==> src/rtl/seq_det_ctrl_pkg.sv <==
// Shared types and helpers for the programmable serial-pattern detector.
// Build option: define SEQ_DET_OVERLAP_EN to allow overlapping matches.
package seq_det_ctrl_pkg;

  typedef enum logic {
    ST_IDLE  = 1'b0,
    ST_ARMED = 1'b1
  } state_e;

  // A pattern length is usable only if it selects at least one bit and fits the history.
  function automatic logic len_legal(input int unsigned len, input int unsigned pat_w);
    return (len != 0) && (len <= pat_w);
  endfunction

endpackage

==> src/rtl/seq_det_match.sv <==
// History shift register, fill counter and masked pattern compare.
// Build option: SEQ_DET_OVERLAP_EN keeps fill after a match (overlapping detection).
module seq_det_match
  import seq_det_ctrl_pkg::*;
#(
  parameter int PAT_W = 8,
  parameter int LEN_W = 4
) (
  input  logic             clk,
  input  logic             rst,
  input  logic             clear_i,
  input  logic             sample_i,
  input  logic             n_i,
  input  logic [PAT_W-1:0] pattern_i,
  input  logic [LEN_W-1:0] len_i,
  output logic             match_o
);

  logic [PAT_W-1:0] hist_q, hist_d, mask;
  logic [LEN_W-1:0] fill_q, fill_d;
  logic [LEN_W:0]   fill_inc;

  always_comb begin
    for (int i = 0; i < PAT_W; i++) mask[i] = (i < int'(len_i));
  end

  assign hist_d   = {hist_q[PAT_W-2:0], n_i};
  assign fill_inc = {1'b0, fill_q} + (LEN_W+1)'(1);
  // Compare against the history as it will be after this bit shifts in.
  assign match_o  = sample_i && (fill_inc >= {1'b0, len_i}) &&
                    ((hist_d & mask) == (pattern_i & mask));

  always_comb begin
    fill_d = fill_q;
    if (clear_i) begin
      fill_d = '0;
    end else if (sample_i) begin
`ifdef SEQ_DET_OVERLAP_EN
      if (fill_q < LEN_W'(PAT_W)) fill_d = fill_inc[LEN_W-1:0];
`else
      if (match_o) fill_d = '0;
      else if (fill_q < LEN_W'(PAT_W)) fill_d = fill_inc[LEN_W-1:0];
`endif
    end
  end

  always_ff @(posedge clk or posedge rst) begin
    if (rst) begin
      hist_q <= '0;
      fill_q <= '0;
    end else begin
      if (clear_i) hist_q <= '0;
      else if (sample_i) hist_q <= hist_d;
      fill_q <= fill_d;
    end
  end

endmodule

==> src/rtl/seq_det_ctrl.sv <==
// Programmable serial-pattern detection controller: arm/disarm FSM, match counter, pending/ack.
// Build option: SEQ_DET_OVERLAP_EN (handled in seq_det_match) enables overlapping matches.
module seq_det_ctrl
  import seq_det_ctrl_pkg::*;
#(
  parameter int PAT_W = 8,
  parameter int LEN_W = 4,
  parameter int CNT_W = 8
) (
  input  logic             clk,
  input  logic             rst,
  input  logic             cfg_we,
  input  logic [PAT_W-1:0] cfg_pattern,
  input  logic [LEN_W-1:0] cfg_len,
  input  logic             arm,
  input  logic             disarm,
  input  logic             n,
  input  logic             n_valid,
  input  logic             hit_ack,
  output logic             op,
  output logic             hit_pending,
  output logic             overrun,
  output logic             cfg_err,
  output logic             armed,
  output logic [CNT_W-1:0] match_cnt
);

  // Handshake: hit_pending rises on a match and holds until a cycle with hit_ack high and
  // no new match; a match while pending without hit_ack in the same cycle sets overrun.

  state_e           state_q, state_d;
  logic [PAT_W-1:0] pattern_q, pattern_d;
  logic [LEN_W-1:0] len_q, len_d, eff_len;
  logic [CNT_W-1:0] cnt_q, cnt_d;
  logic             op_q, op_d, pend_q, pend_d, over_q, over_d, err_q, err_d;
  logic             clear, sample, match;

  seq_det_match #(.PAT_W(PAT_W), .LEN_W(LEN_W)) u_match (
    .clk       (clk),
    .rst       (rst),
    .clear_i   (clear),
    .sample_i  (sample),
    .n_i       (n),
    .pattern_i (pattern_q),
    .len_i     (len_q),
    .match_o   (match)
  );

  always_comb begin
    state_d   = state_q;
    pattern_d = pattern_q;
    len_d     = len_q;
    cnt_d     = cnt_q;
    pend_d    = pend_q;
    over_d    = over_q;
    op_d      = 1'b0;
    err_d     = 1'b0;
    clear     = 1'b0;
    sample    = 1'b0;
    // An arm in the same cycle as cfg_we is checked against the incoming length.
    eff_len   = (state_q == ST_IDLE && cfg_we) ? cfg_len : len_q;
    case (state_q)
      ST_IDLE: begin
        if (cfg_we) begin
          pattern_d = cfg_pattern;
          len_d     = cfg_len;
        end
        if (arm && !disarm) begin
          if (len_legal(32'(eff_len), 32'(PAT_W))) begin
            state_d = ST_ARMED;
            clear   = 1'b1;
            cnt_d   = '0;
            over_d  = 1'b0;
          end else begin
            err_d = 1'b1;
          end
        end
      end
      ST_ARMED: begin
        if (cfg_we) err_d = 1'b1;
        if (disarm) state_d = ST_IDLE;
        else sample = n_valid;
      end
      default: state_d = ST_IDLE;
    endcase
    if (hit_ack) pend_d = 1'b0;
    if (match) begin
      op_d   = 1'b1;
      pend_d = 1'b1;
      if (cnt_q != {CNT_W{1'b1}}) cnt_d = cnt_q + CNT_W'(1);
      if (pend_q && !hit_ack) over_d = 1'b1;
    end
  end

  always_ff @(posedge clk or posedge rst) begin
    if (rst) begin
      state_q   <= ST_IDLE;
      pattern_q <= '0;
      len_q     <= '0;
      cnt_q     <= '0;
      op_q      <= 1'b0;
      pend_q    <= 1'b0;
      over_q    <= 1'b0;
      err_q     <= 1'b0;
    end else begin
      state_q   <= state_d;
      pattern_q <= pattern_d;
      len_q     <= len_d;
      cnt_q     <= cnt_d;
      op_q      <= op_d;
      pend_q    <= pend_d;
      over_q    <= over_d;
      err_q     <= err_d;
    end
  end

  assign op          = op_q;
  assign hit_pending = pend_q;
  assign overrun     = over_q;
  assign cfg_err     = err_q;
  assign armed       = (state_q == ST_ARMED);
  assign match_cnt   = cnt_q;

endmodule
==> config.mk <==
export PLATFORM = sky130hd
export DESIGN_NAME = seq_det_ctrl
export DESIGN_NICKNAME = d
export VERILOG_FILES = /design/src/rtl/seq_det_ctrl_pkg.sv /design/src/rtl/seq_det_match.sv /design/src/rtl/seq_det_ctrl.sv
export SDC_FILE = /design/constraint.sdc
export NUM_CORES = 1
export LEC_CHECK = 0
export CAP_MARGIN = 10
export CORE_MARGIN = 2
export CORE_UTILIZATION = 52
export DETAILED_ROUTE_END_ITERATION = 8
export PLACE_DENSITY = 0.86
export SETUP_SLACK_MARGIN = 0.05
export SLEW_MARGIN = 20
export SYNTH_ARGS = -nofsm -noshare
export SYNTH_HDL_FRONTEND = slang
export SYNTH_SLANG_ARGS = --single-unit
==> constraint.sdc <==
create_clock -name clk -period 3.2 [get_ports clk]
set_input_delay 0.96 -clock clk [delete_from_list [all_inputs] [get_ports clk]]
set_output_delay 0.96 -clock clk [all_outputs]
set_load 0.05 [all_outputs]
* Word level (Yosys, flattened, before mapping) *
Index checks and enable logic that the tools add are counted.

word-level totals
  register bits = 36
  bits in latches = 0
  memory bits (writable) = 0
  memory bits (read-only) = 0
  bits of input ports = 20
  output and inout port bits = 13
  word-level logic and storage cells = 73
  memories = 0

operators by class
  $add $sub $neg = 2
  multiply operators = 0
  divide/modulo/power cells = 0
  order comparisons = 11
  eq/ne operators = 2
  shifts and indexed selects = 0
  muxes and demuxes = 31
  bitwise gates (word level) = 3
  reductions and logical operators = 14

operator list
  kind                                                                  number
  8-bit two-way mux                                                     5
  4-bit two-way mux                                                     5
  1-bit two-way mux                                                     17
  8-bit AND                                                             2
  3-bit by 4-bit < comparator with 1-bit output (first input constant)  4
  7-bit two-way mux                                                     2
  8-bit by 1-bit adder with 8-bit output (second input constant)        1
  8-bit == test                                                         1
  1-bit by 4-bit < comparator with 1-bit output (first input constant)  2
  2-bit by 4-bit < comparator with 1-bit output (first input constant)  2
  8-bit != test (second input constant)                                 1
  1-bit logical AND                                                     6
  4-bit by 1-bit adder with 5-bit output (second input constant)        1
  5-bit by 4-bit greater-or-equal comparator with 1-bit output          1
  4-bit less-or-equal comparator (second input constant)                1
  4-bit < comparator (second input constant)                            1
  1-bit case mux with 2 select lines                                    2
  2-bit AND reduction                                                   2
  2-bit nonzero test                                                    2
  4-bit nonzero test                                                    1
  3-bit nonzero test                                                    1
  1-bit zero test                                                       2
  1-bit NOT                                                             1

* Depth between registers and ports, before layout *
  word-level depth = 10
  mapped depth = 9

* Hierarchy *
Synthesis repeated with hierarchy kept, for this count alone.

second synthesis, totals
  cell total of the unflattened synthesis = 173
  area, all modules = 1903.1 um2

modules (own cells, without submodules)
  module         instances  cells each  area an instance (um2)
  seq_det_ctrl   1          98          1144.8
  seq_det_match  1          75          758.2

* Worst setup path before layout *
Ideal clock, no wire load.

  path type = input-to-reg
  start = input n
  end = register cnt_q[3], in the netlist match_cnt[3]
  setup time = 0.126 ns
  arrival time = 2.423 ns
  slack = 0.650 ns
  stages on the path = 7
  path through = xnor2_1 a21oi_2 a2111oi_4 nand4_4 or2_0 buf_2 a311o_1

on the way
  cells in the longest elaborated chain, start to end = 4

ends and longest elaborated chain
  what                    line                 RTL
  start: declaration      seq_det_ctrl.sv:17   input logic n,
  8-bit AND               seq_det_match.sv:31  ((hist_d & mask) == (pattern_i & mask));
  8-bit == test           seq_det_match.sv:31
  1-bit logical AND       seq_det_match.sv:30  assign match_o = sample_i && (fill_inc >= {1'b0, len_i}) &&
  8-bit two-way mux       seq_det_ctrl.sv:87   if (match) begin
  net cnt_d[3]            seq_det_ctrl.sv:34   logic [CNT_W-1:0] cnt_q, cnt_d;
  end signal: assignment  seq_det_ctrl.sv:109  cnt_q <= cnt_d;
  end: declaration        seq_det_ctrl.sv:34

The timed path passes the listed nets, and every way through them passes these cells.
A chain may end at the register's enable or synchronous reset.

* Final worst setup path *
Same ends and word-level chain as after synthesis.

==> out/results.ini <==
[outcome]
status = complete, no violations

[detailed_routing]
avgRoutedWirePerCell_um = 14.7
drt-pass1-iter-count = 6
route.detailed.drc = 0
wl_um = 4070
maxUsedRoutingLayer = met4
drtIter0Drc = 91
route.met3.wl_um = 198
wirelength_met1_um = 1800
wl_met2_um = 2010
postRouteAntennaNets = 0
vias = 1548
via_per_inst = 5.61

[cts]
postCtsHoldBufs = 0
cts_num_sinks = 36
cts_root_buf = clkbuf_8
ctsResizeCount = 0
htree_levels = 2
clk_path_buf_depth = 2
cts_tree = built
cts_buffers = 5
worstSkewPairLatency_ps = 280
clk_pin_slew_ps = 60
post_cts_buffers = 0

[worst_setup_path]
r2r_end = match_cnt[3]
critPathSlowestCell = clkdlybuf4s50_1
cp.arrival_ps = 2930
end_kind = flip-flop
required_ps = 3370
r2r_start = u_match.fill_q[0]
cp_cell_sequence = clkdlybuf4s50_1 -> xnor2_1 -> a21oi_2 -> a2111oi_4 -> nand4_4 -> or2_0 -> a311o_1
critical_path_class = in -> reg
r2r.worst_path.cells = 8
rrSetupSlack_ps = 680
startpoint = n
crit_path_start_kind = input pin
max_stage_delay_ps = 430
path_max_fanout = 6

[placement]
port_buffers = 32
dp_hpwl_um = 2950
gp_congestion = 0.851

[floorplan]
fp-row-count = 22
start_util = 0.532
io_pins = 33
die_h_um = 64.7
die_area_um2 = 4190
core_um2 = 3610
die_x_um = 64.7

[timing]
period_needed_ps = 2760
tightest_slew_ps = 754
rsz0062_at_grt = false
fin_crit_sh = 0.862
finalSetupViolations = 0
fin_tns_setup_ps = 0
fin_worst_skew_ps = 2.81
finalMaxSlewViolations = 0
hold_violations = 0
fmax_ghz = 0.363
relSlewSlack = 0.493

[pwr]
cellLeakagePower_nw = 0.975
p_per_area_nw_per_um2 = 526
ir_drop_v = 0.000268

[global_routing]
grt_pass1_vias = 1575
grt_max_degree = 37
grt_overflow_total = 0
grt_first_pass_wirelength_um = 7180
grtUsageTotal = 0.221
antenna_found_initial = 0

[min_path]
min_from = overrun
hp-class = reg -> reg
hold_depth = 2
hold_path_end = overrun

[synthesis]
seq_area_frac_synth = 0.470
synth_cell_types = 41
ys.warnings.count = 0
netlist_area_um2 = 1920
dominantRegCellSynth = dfrtp_1
syn-instance-count = 192
avgSynthCellArea_um2 = 9.99
synth_edf_count = 0
syn-num-nets = 218
synthArstFlopShare = 1.00
synth.ff_latch_count = 36

[final_layout]
layout.nets = 256
final_util = 0.662
diodes = 0
synthToLayoutAreaGrowth_pct = 24.5
drive_above_1_share = 0.118

[run]
drv_cap = 0

==> stage by stage <==
step,hold WS (ps),setup slack [ps],cells,cell area (um^2),power [mW]
final,510,443,276,2390,1.25
after detailed placement,502,157,271,2320,0.982
after global placement,477,177,271,2320,0.962
after global routing,551,331,276,2390,1.34
after floorplan,501,650,192,1920,0.860
after CTS,526,451,276,2390,1.27
==> worst max path at each step <==
stage	cells past startpoint	to
floorplan	7	match_cnt[3]
global placement	7	match_cnt[3]
detailed placement	7	match_cnt[3]
CTS	7	match_cnt[3]
global route	7	match_cnt[3]
finish	7	match_cnt[3]
==> routing by layer <==
metal,global-route usage,vias up
met5,0,-
met1,0.269,754
met4,0.0771,0
li1,-,750
met3,0.0625,8
met2,0.376,36
==> Yosys cell counts, drive strengths merged (5+ instances only) <==
library cell  number  area share
dfrtp             36        0.47
nand2             29       0.057
o21ai             14       0.037
a21oi             10       0.028
inv               10       0.020
xnor2             10       0.046
mux2               9       0.053
nor3               7       0.024
clkbuf             6       0.012
ha                 6       0.039
nand2b             5       0.016
nand3              5       0.013
==> state kept, by name (all words and copies together), names as in the netlist <==
name,flops
u_match.hist_q,7
overrun,1
pattern_q,8
armed,1
hit_pending,1
cfg_err,1
op,1
len_q,4
u_match.fill_q,4
match_cnt,8
==> report_power, final <==
part	leakage, nW	internal [mW]	switching (mW)
Combinational	0.466	0.179	0.189
Sequential	0.473	0.518	0.0840
Clock	0.0359	0.140	0.144
==> layout by cell type (no fill, tap or decap), drive strengths merged, types with 2 or more instances in the layout <==
cell	synthesis	final
or2	2	2
nor3	7	7
clkbuf	6	5
nand2	29	29
mux2	9	9
nor2	3	3
or3	3	3
a31oi	2	2
inv	10	10
dfrtp	36	36
nor2b	2	2
nand4	2	2
buf	2	7
nand3	5	5
nor4	2	2
a21oi	10	10
o211ai	3	3
nand2b	5	5
o221ai	2	2
clkdlybuf4s50	0	32
nor3b	3	3
a211oi	2	2
xnor2	10	10
o22ai	2	2
o21ai	14	14
mux2i	2	2
ha	6	6
xor2	3	3
==> kinds of logic after synthesis <==
family,share of synthesized area
adders and majority gates,0.0391
AOI/OAI and AO/OA,0.149
xor gates and xnor gates,0.0594
DFF,0.470
and+or+nand+nor,0.183
muxes,0.0633
buffers and inverters,0.0365
==> critical path: cells and delay by family <==
family | cells | cell delay (ps)
AND/OR/NAND/NOR | 2 | 490
AO/OA/AOI/OAI | 3 | 840
XOR/XNOR | 1 | 200
buffers and inverters | 1 | 430
==> final cells by class <==
class	count	area [um^2]
flip-flops and latches	36	901
fillers	306	1220
repair buffers	39	373
clock buffers	5	68.8
well taps	48	60.1
inverters	10	37.5
multi-input cells	138	947
Note: power is estimated with default switching activity, not from simulation.
